[config.mk]
export PLATFORM = sky130hd
export DESIGN_NAME = snake_head_stepper
export DESIGN_NICKNAME = d
export VERILOG_FILES = /design/src/rtl/snake_head_stepper.sv
export SDC_FILE = /design/constraint.sdc
export NUM_CORES = 1
export LEC_CHECK = 0
export CORE_AREA = 2 2 87 89
export DETAILED_ROUTE_END_ITERATION = 8
export DIE_AREA = 0 0 89 91
export PLACE_DENSITY = 0.59
export SYNTH_ARGS = -nofsm -noshare
export SYNTH_HDL_FRONTEND = slang
export SYNTH_SLANG_ARGS = --single-unit
[constraint.sdc]
create_clock -name iClock -period 3.5 [get_ports iClock]
set_input_delay 1.05 -clock iClock [delete_from_list [all_inputs] [get_ports iClock]]
set_output_delay 1.05 -clock iClock [all_outputs]
set_load 0.005 [all_outputs]
[src/rtl/snake_head_stepper.sv]
// rtl/snake_head_stepper.sv - snake head movement, wall collision and erase/draw plot sequencing
module snake_head_stepper #(
  parameter int GRID_W          = 40,
  parameter int GRID_H          = 30,
  parameter int START_X         = 20,
  parameter int START_Y         = 15,
  parameter int STEPS_PER_LEVEL = 16
) (
  input  logic       iClock,
  input  logic       iReset,
  input  logic       iTick,
  input  logic       iEnable,
  input  logic [3:0] iDir,
  input  logic       iDrawAck,
  output logic       oDrawReq,
  output logic [5:0] oX,
  output logic [4:0] oY,
  output logic       oColour,
  output logic [1:0] oSpeed,
  output logic       oGameOver
);

  localparam int CW = (STEPS_PER_LEVEL > 1) ? $clog2(STEPS_PER_LEVEL) : 1;

  typedef enum logic [1:0] {S_IDLE, S_ERASE, S_DRAW, S_DEAD} state_t;
  // Opposite directions share bit 1 and differ in bit 0.
  typedef enum logic [1:0] {D_UP = 2'b00, D_DOWN = 2'b01, D_LEFT = 2'b10, D_RIGHT = 2'b11} dir_t;

  state_t          state;
  dir_t            dir;
  dir_t            req_dir;
  logic            req_valid;
  logic            opposite;
  logic [5:0]      head_x;
  logic [4:0]      head_y;
  logic [6:0]      next_x;
  logic [5:0]      next_y;
  logic            collide;
  logic [CW-1:0]   step_cnt;

  always_comb begin
    req_valid = 1'b1;
    req_dir   = dir;
    if (iDir[3])      req_dir = D_UP;
    else if (iDir[2]) req_dir = D_DOWN;
    else if (iDir[1]) req_dir = D_LEFT;
    else if (iDir[0]) req_dir = D_RIGHT;
    else              req_valid = 1'b0;
    opposite = (req_dir[1] == dir[1]) && (req_dir[0] != dir[0]);
  end

  // One extra bit so that stepping below zero lands far above the grid limit.
  always_comb begin
    next_x = {1'b0, head_x};
    next_y = {1'b0, head_y};
    case (dir)
      D_UP:    next_y = {1'b0, head_y} - 6'd1;
      D_DOWN:  next_y = {1'b0, head_y} + 6'd1;
      D_LEFT:  next_x = {1'b0, head_x} - 7'd1;
      default: next_x = {1'b0, head_x} + 7'd1;
    endcase
    collide = (next_x >= 7'(GRID_W)) || (next_y >= 6'(GRID_H));
  end

  always_ff @(posedge iClock) begin
    if (!iReset) begin
      state     <= S_IDLE;
      dir       <= D_RIGHT;
      head_x    <= 6'(START_X);
      head_y    <= 5'(START_Y);
      step_cnt  <= '0;
      oDrawReq  <= 1'b0;
      oX        <= 6'(START_X);
      oY        <= 5'(START_Y);
      oColour   <= 1'b1;
      oSpeed    <= 2'd0;
      oGameOver <= 1'b0;
    end else begin
      if (state != S_DEAD && req_valid && !opposite)
        dir <= req_dir;

      case (state)
        S_IDLE: begin
          if (iTick && iEnable) begin
            if (collide) begin
              state     <= S_DEAD;
              oGameOver <= 1'b1;
            end else begin
              state    <= S_ERASE;
              head_x   <= next_x[5:0];
              head_y   <= next_y[4:0];
              oDrawReq <= 1'b1;
              oX       <= head_x;
              oY       <= head_y;
              oColour  <= 1'b0;
            end
          end
        end
        S_ERASE: begin
          if (iDrawAck) begin
            state   <= S_DRAW;
            oX      <= head_x;
            oY      <= head_y;
            oColour <= 1'b1;
          end
        end
        S_DRAW: begin
          if (iDrawAck) begin
            state    <= S_IDLE;
            oDrawReq <= 1'b0;
            if (step_cnt == CW'(STEPS_PER_LEVEL - 1)) begin
              step_cnt <= '0;
              if (oSpeed != 2'd3)
                oSpeed <= oSpeed + 2'd1;
            end else begin
              step_cnt <= step_cnt + CW'(1);
            end
          end
        end
        default: ;
      endcase
    end
  end

endmodule

# After elaboration in Yosys (flattened, before gate mapping)
# Cells that the tools add are included.
[totals]
reg_bits = 35
in_bits = 9
elab_cells = 84
[op_classes]
addsub = 6
magnitude_cmp = 2
n_eq_ne = 13
mux = 32
bitwise = 1
n_reduce_logical = 19
[op_table]
columns = ["operator", "n"]
rows = [
  ["one-hot mux 6 bit (2 select lines)", 2],
  ["two-way mux 6 bit", 3],
  ["two-way mux 2 bit", 8],
  ["AND reduction 4 bit", 4],
  ["two-way mux 5 bit", 3],
  ["one-hot mux 7 bit (2 select lines)", 1],
  ["!= test 2 bit (second input constant)", 6],
  ["two-way mux 1 bit", 10],
  ["one-hot mux 5 bit (2 select lines)", 1],
  ["adder 6 x 1 -> 7 bit (second input constant)", 1],
  [">= comparator 7 x 6 -> 1 bit (second input constant)", 1],
  ["subtractor 6 x 1 -> 7 bit (second input constant)", 1],
  ["adder 5 x 1 -> 6 bit (second input constant)", 1],
  [">= comparator 6 x 5 -> 1 bit (second input constant)", 1],
  ["one-hot mux 2 bit (3 select lines)", 1],
  ["AND reduction 3 bit", 2],
  ["subtractor 5 x 1 -> 6 bit (second input constant)", 1],
  ["adder 4 x 1 -> 4 bit (second input constant)", 1],
  ["== test 2 x 1 -> 1 bit (second input constant)", 2],
  ["== test 2 bit (second input constant)", 2],
  ["== test 4 bit (second input constant)", 1],
  ["logical AND 1 bit", 4],
  ["logical NOT 2 bit", 2],
  ["two-way mux 4 bit", 1],
  ["11 further kinds", 13],
]

# Depth between registers and ports, before layout
# Gate-level depths: netlist of the first run.
[logic_depth]
depth_word = 8
mapped_depth = 11

# Worst setup path before layout of the first run
# Ideal clock, no wire load.
[synth_timing]
kind = "flip-flop to flip-flop"
startpoint = "register dir[0]"
endpoint = "register head_y[4]"
setup_time_ps = 71
arrival_ps = 2647
t_required_ps = 3429
slack_ps = 783
path_stages_with_launch = 10
path_buffers = 1
synth_period_minus_slack_ps = 2717
cell_sequence = "dfxtp_1 -> clkbuf_1 -> nand2_1 -> ha_1 -> a211oi_1 -> o21ba_2 -> nor4_2 -> a2111o_1 -> or4_1 -> a21oi_1"
[synth_between]
elab_chain_len = 7
elab_cells_between_ends = 11
classes_between = "order compare (2); eq/ne (2); mux (2); bitwise (1); reduce/logical (4)"
[synth_rtl]
columns = ["element", "line", "rtl"]
rows = [
  ["start: declaration", "30", "dir_t dir;"],
  ["start signal: assignment", "80", "dir <= req_dir;"],
  ["== test 2 x 1 -> 1 bit or logical NOT 2 bit (tied branches)", "56", "case (dir)"],
  ["OR reduction 2 bit (no line)", "-", ""],
  ["one-hot mux 7 bit (2 select lines)", "56", ""],
  [">= comparator 7 x 6 -> 1 bit", "62", "collide = (next_x >= 7'(GRID_W)) || (next_y >= 6'(GRID_H));"],
  ["logical OR 1 bit", "62", ""],
  ["NOT 1 bit (no line)", "-", ""],
  ["AND reduction 3 bit (no line)", "-", ""],
  ["end signal: assignment", "70", "head_y <= 5'(START_Y);"],
  ["end signal: assignment", "91", "head_y <= next_y[4:0];"],
  ["end: declaration", "35", "logic [4:0] head_y;"],
]
# Parallel ways exist; a longest one is shown, timed or not.
# A chain may end at the register's enable or synchronous reset.

# Worst setup path after layout of the first run
[layout_timing]
startpoint = "register dir[1]"
endpoint = "register oX[3]"
[layout_between]
elab_chain_len = 7
elab_cells_between_ends = 11
classes_between = "order compare (2); eq/ne (3); mux (2); reduce/logical (4)"
[layout_rtl]
columns = ["element", "line", "rtl"]
rows = [
  ["== test 2 x 1 -> 1 bit or logical NOT 2 bit (tied branches)", "56", ""],
  ["OR reduction 2 bit (no line)", "-", ""],
  ["one-hot mux 7 bit (2 select lines)", "56", ""],
  [">= comparator 7 x 6 -> 1 bit", "62", ""],
  ["logical OR 1 bit *", "62", ""],
  ["!= test 2 bit (no line) *", "-", ""],
  ["AND reduction 4 bit (no line) *", "-", ""],
  ["end signal: assignment", "73", "oX <= 6'(START_X);"],
  ["end: declaration", "16", "output logic [5:0] oX,"],
]
# Every way passes the cells marked *; elsewhere a longest branch is shown, timed or not.

==> results.txt, run 1 <==
status -> completed
ys flop type -> dfxtp_1
Pint -> 820 µW
DP Cell Count -> 360
Worst setup EP type -> register
Hold WC Path Type -> register to register
Seq/Total Area, Yosys -> 0.332
EDFF count, synth -> 0
clock buffer depth -> 2
FFs w/ async S/R, synth -> 0
WP data arrival -> 3.20 ns
vias -> 1785
sw power -> 383 µW
setup slack after layout -> 0.518 ns
Leak Pwr -> 0.957 nW
post-place setup slack -> 0.441 ns
Final period util -> 0.852
Std-Cell Rows -> 31
Slew @ Worst Pin -> 0.812 ns
Clock power frac -> 0.320
worst-path cell chain -> inv_2, nand2_1, ha_1, a211oi_1, nor2_1, nor4_2, a2111oi_2, a21oi_4, mux2i_1
final hold violations -> 0
DIE WIDTH -> 89 µm
drt first-iter violations -> 80
final wirelength -> 4470 µm
share of cells above drive strength 1 -> 0.0892
vias per cell -> 4.85
Layout Cells excl Fill -> 368
fin area -> 2550 µm²
Total GRT Usage -> 0.118
CP max stage delay -> 0.52 ns
Final ANT Viol Nets -> 0
Net Count, Synth -> 266
Nets -> 290
Sw Share -> 0.318
clock slew at reported path FFs -> 0.07 ns
# port buffers -> 24
min Tclk post-route -> 2.98 ns
final setup vio count -> 0
Seq pwr share -> 0.381
DRC viols -> 0
combinational power share -> 0.299
vias in the first global route -> 1653
RSZ-0062 raised after global routing -> no
fillers -> 742
CTS resizes -> 0
Worst setup SP type -> register
PwrDens -> 472 nW/µm²
setup TNS -> 0 ns
Starting Density -> 0.296
global-route congestion overflow total -> 0
syn_area_per_cell -> 8.65 µm²
global-route wire length before repair -> 7640 µm
hold buffers post-CTS -> 0
I/O pin cnt -> 25
final hold slack -> 0.459 ns
Mapped Area -> 2110 µm²
root buffer cell -> clkbuf_8
GPL Wtd Cong -> 0.879
HPWL after DPL -> 3290 µm
Core Region -> 7140 µm²
fin. max-slew vios -> 0
die height -> 91 µm
routed wire length per instance -> 12.1 µm
pin count of the biggest net entering global routing -> 28
CTS buffer count -> 5
crit-path max FO -> 12
diode count -> 0
data required time of the critical path -> 3.72 ns
Worst-Skew Late Latency -> 0.29 ns
Max-slew headroom -> 0.445
Yosys cell types -> 57
H-tree levels -> 2
First-pass DRT Iterations -> 4
setup repair bufs after CTS -> 0
Slowest-stage cell, CP -> nor4_2
CTS tree -> built
Post-DP Area -> 2430 µm²
Layout Utilization -> 0.357
Crit Path Class -> register to register
die area -> 8100 µm²
Max-Cap Viols -> 0
Area Growth Syn to Fin -> 20.9%
Ys Warns -> 0
Clock Skew -> 0.00525 ns
Max IR drop VDD -> 0.000159 V
Gate Count Post-Synth -> 244
Fmax -> 335 MHz
Total Power -> 1.20 mW
CTS Sinks -> 35
initial antenna violation count -> 0
FF+latch count, synth -> 35
-- power groups by stage --
stage               Clock [mW]  Combinational (mW)  Sequential, mW
finish                   0.385               0.360           0.458
detailed placement           0               0.359           0.467
global route             0.408               0.400           0.463
global placement             0               0.356           0.467
floorplan                    0               0.286           0.460
CTS                      0.394               0.361           0.458
-- layout make-up --
cell class,count,area [µm²],area share
sequential,35,701,0.275
inverter,6,22.5,0.00883
timing repair buffer,27,263,0.103
clock buffer,6,82.6,0.0324
multi-input combinational,193,1320,0.519
tap,99,124,0.0486
clock inverter,2,35.0,0.0137
-- worst paths after layout --
kind | start | to | slack (ns) | cells after the start
worst max-delay path | dir[1] | oX[3] | 0.52 | 9
worst min-delay path | oX[1] | oX[1] | 0.46 | 2
worst max register to register | dir[1] | oX[3] | 0.52 | 9
worst min register to register | oX[1] | oX[1] | 0.46 | 2
-- flip-flops by register name (all words and copies together), names as in the netlist, 2 cells and up --
name	count
head_x	6
state	2
step_cnt	4
head_y	5
oX	6
oSpeed	2
oY	5
dir	2
-- synth_stat cells, drive strengths merged (2+ instances only) --
library cell	n	area, µm²
nand2b	5	31.3
a2111oi	2	23.8
buf	4	41.3
o32ai	2	25.0
a211oi	5	37.5
a21o	2	15.0
o211ai	3	27.5
nor3	3	15.0
inv	6	22.5
mux2i	16	160
nor2	28	105
and2	2	12.5
nand3	13	65.1
xnor2	4	35.0
nor4	2	18.8
a21oi	17	96.4
or3	6	37.5
or4	4	37.5
dfxtp	35	701
ha	12	150
nand2	23	86.3
o21ai	15	75.1
clkbuf	6	22.5
xor2	2	17.5
o21a	2	15.0
and4	2	17.5
and3	3	18.8
-- placed cells by master, fill, tap and decap left out, types with 4 or more instances in the layout --
cell	n
dfxtp_1	35
xnor2_1	4
nor2_1	28
a211oi_1	5
clkdlybuf4s50_1	24
nand2_1	23
o21ai_1	7
ha_1	12
o21ai_0	8
nand2b_1	5
or3_1	6
a21oi_1	16
nand3_1	13
mux2i_1	16
clkbuf_8	6
inv_1	4
-- cells by family (layout without fill, tap and decap cells) --
group                      Yosys count  in the layout  share of synthesized area
buffers and inverters               16             41                     0.0409
xor gates and xnor gates             6              6                     0.0249
and+or+nand+nor                     98             98                      0.236
muxes                               17             17                     0.0812
DFF                                 35             35                      0.332
AOI/OAI and AO/OA                   59             59                      0.205
adders and majority gates           13             13                     0.0806
-- layer usage --
metal  global-route usage  share of wire  vias to the layer above
met1                0.152           0.50                      807
met4               0.0572          0.027                        0
met5                    0              0                        -
met2                0.186           0.45                       26
li1                     -              -                      943
met3               0.0236          0.027                        9
-- critical path, delay by kind of cell, from the launching register on --
family / cells / cell delay (ns)
AOI/OAI and AO/OA: 3 / 1.08
adders and majority gates: 1 / 0.31
buffers and inverters: 1 / 0.13
DFF: 1 / 0.32
muxes: 1 / 0.24
and+or+nand+nor: 3 / 0.83
Note: power is estimated with default switching activity, not from simulation.
==> run 2: changes to the inputs <==
--- a/config.mk
+++ b/config.mk
@@ -9,6 +9,8 @@
 export DETAILED_ROUTE_END_ITERATION = 8
 export DIE_AREA = 0 0 89 91
 export PLACE_DENSITY = 0.59
+export SKIP_CTS_REPAIR_TIMING = 1
+export SLEW_MARGIN = 20
 export SYNTH_ARGS = -nofsm -noshare
 export SYNTH_HDL_FRONTEND = slang
 export SYNTH_SLANG_ARGS = --single-unit
==> results of run 2 <==
Same layout as run 1: the final DEF is identical, and so are final timing and power.
==> run 3: changes to the inputs <==
--- a/config.mk
+++ b/config.mk
@@ -8,7 +8,8 @@
 export CORE_AREA = 2 2 87 89
 export DETAILED_ROUTE_END_ITERATION = 8
 export DIE_AREA = 0 0 89 91
-export PLACE_DENSITY = 0.59
+export DONT_BUFFER_PORTS = 1
+export PLACE_DENSITY = 0.54
 export SKIP_CTS_REPAIR_TIMING = 1
 export SLEW_MARGIN = 20
 export SYNTH_ARGS = -nofsm -noshare
==> run 3 against run 2 <==
Critical path depth did not move. Worst setup slack got worse by 0.098 ns. Cell count fell by 7.3%. Largest cell class unchanged. Critical path type unchanged. Clock skew rose by 0.0073 ns. Hold slack improved by 0.020 ns. Non-clock buffer count fell by 27. Via count fell by 2.4%. Wire length rose by 3.6%. Largest power group unchanged. Sequential cell count did not move. Combinational power fell by 13%. Register-to-register slack got worse by 0.098 ns. Clock-buffer cell count rose by 2.
==> results.txt, run 3 (same netlist as run 1, synthesis figures left out) <==
status -> completed
global-route wire length before repair -> 7950 µm (+4.1%)
Total GRT Usage -> 0.124 (+0.00578)
multi-input logic area -> 1320 µm² (unchanged)
Hold WC Path Type -> register to register
Final period util -> 0.880 (+0.0280)
Sw Share -> 0.332 (+0.0131)
DRC viols -> 0 (unchanged)
most frequent cells in the layout -> dfxtp_1 (35), nor2_1 (28), nand2_1 (23)
Layout Cells excl Fill -> 341 (-7.3%)
PwrDens -> 489 nW/µm² (+3.6%)
CTS buffer count -> 5 (unchanged)
drt first-iter violations -> 162 (+100%)
Max-slew headroom -> 0.485 (+0.0405)
largest registers -> head_x: 6 flops, oX: 6 flops
Max-Cap Viols -> 0 (unchanged)
crit-path max FO -> 12 (unchanged)
sequential cell area -> 701 µm² (unchanged)
Core Region -> 7140 µm² (unchanged)
sw power -> 368 µW (-3.9%)
DP Cell Count -> 333 (-7.5%)
DIE WIDTH -> 89 µm (unchanged)
CTS tree -> built
die height -> 91 µm (unchanged)
clock buffer depth -> 2 (unchanged)
Final ANT Viol Nets -> 0 (unchanged)
Crit Path Class -> register to register
HPWL after DPL -> 3410 µm (+3.5%)
Fmax -> 325 MHz (-3.2%)
Std-Cell Rows -> 31 (unchanged)
combinational power share -> 0.282 (-0.017)
Total Power -> 1.11 mW (-7.7%)
diode count -> 0 (unchanged)
Worst setup SP type -> register
GPL Wtd Cong -> 0.861 (-2.0%)
initial antenna violation count -> 0 (unchanged)
I/O pin cnt -> 25 (unchanged)
Slew @ Worst Pin -> 0.752 ns (-0.0592 ns)
H-tree levels -> 2 (unchanged)
Starting Density -> 0.296 (unchanged)
fillers -> 771 (+3.9%)
die area -> 8100 µm² (unchanged)
root buffer cell -> clkbuf_8
setup TNS -> 0 ns (unchanged)
fin. max-slew vios -> 0 (unchanged)
Leak Pwr -> 0.841 nW (-12%)
Nets -> 263 (-9.3%)
# port buffers -> 0 (-100%)
RSZ-0062 raised after global routing -> no
vias per cell -> 5.11 (+5.4%)
Area Growth Syn to Fin -> 7.59%
CTS Sinks -> 35 (unchanged)
vias -> 1743 (-2.4%)
Seq pwr share -> 0.423 (+0.042)
Worst setup EP type -> register
First-pass DRT Iterations -> 5 (+1)
data required time of the critical path -> 3.71 ns (about the same)
Clock power frac -> 0.295 (-0.025)
min Tclk post-route -> 3.08 ns (+0.0982 ns)
Worst-Skew Late Latency -> 0.29 ns (about the same)
vias in the first global route -> 1605 (-2.9%)
post-place setup slack -> 0.457 ns (+0.0153 ns)
routed wire length per instance -> 13.6 µm (+12%)
global-route congestion overflow total -> 0 (unchanged)
Clock Skew -> 0.0125 ns (+0.00728 ns)
final wirelength -> 4630 µm (+3.6%)
setup slack after layout -> 0.420 ns (-0.0982 ns)
Pint -> 742 µW (-9.5%)
final hold violations -> 0 (unchanged)
commonest non-fill, non-tap cell in the layout -> dfxtp_1
Max IR drop VDD -> 0.000169 V (+6.7%)
final setup vio count -> 0 (unchanged)
pin count of the biggest net entering global routing -> 28 (unchanged)
clock slew at reported path FFs -> 0.08 ns (about the same)
share of cells above drive strength 1 -> 0.0826 (-0.00657)
WP data arrival -> 3.29 ns (+0.09 ns)
[run 3: cell count changes in the layout (fill, tap and decap cells not counted)]
cell,change
clkbuf_8,+1
clkinv_2,-1
buf_4,-3
clkbuf_1,+1
clkdlybuf4s50_1,-24
bufinv_16,-1
[run 3: power groups by stage]
stage                     logic [mW]  clock network, mW  registers, mW
after floorplan                0.286                  0          0.460
after global placement         0.311                  0          0.477
after detailed placement       0.312                  0          0.479
after CTS                      0.313              0.339          0.470
after global routing           0.353              0.358          0.477
final                          0.313              0.328          0.469
[run 3: area by class of cell]
class,instances,share of cell area
Inverter,6,0.00992
Clock buffer,8,0.0441
Multi-Input combinational cell,193,0.583
Tap cell,99,0.0545
Sequential cell,35,0.309
[run 3: routing by layer]
layer	global-route usage	routed length, µm
met4	0.0448	89
met1	0.169	2260
met3	0.0282	208
met2	0.190	2070
met5	0	0
[run 3: final timing paths]
kind          start     to  slack (ns)  cells after the start
max reg2reg  dir[1]  oX[1]        0.42                      9
min           oX[0]  oX[0]        0.48                      2
min reg2reg   oX[0]  oX[0]        0.48                      2
max          dir[1]  oX[1]        0.42                      9
[run 3: metrics by stage]
stage | hold WS (ns) | cell area, µm² | utilization
after floorplan | 0.454 | 2110 | -
after global placement | 0.465 | 2170 | 0.304
after detailed placement | 0.472 | 2170 | 0.304
after CTS | 0.482 | 2270 | 0.318
after global routing | 0.506 | 2270 | 0.318
final | 0.478 | 2270 | 0.318
[run 3: critical path, cell delays in order, from the launching register on]
cell and delay (ns):
dfxtp_1 0.51, inv_2 0.14, nand2_1 0.20, ha_1 0.26, a211oi_1 0.41, nor2_1 0.14
nor4_2 0.46, a2111oi_2 0.16, a21oi_4 0.48, mux2i_1 0.23
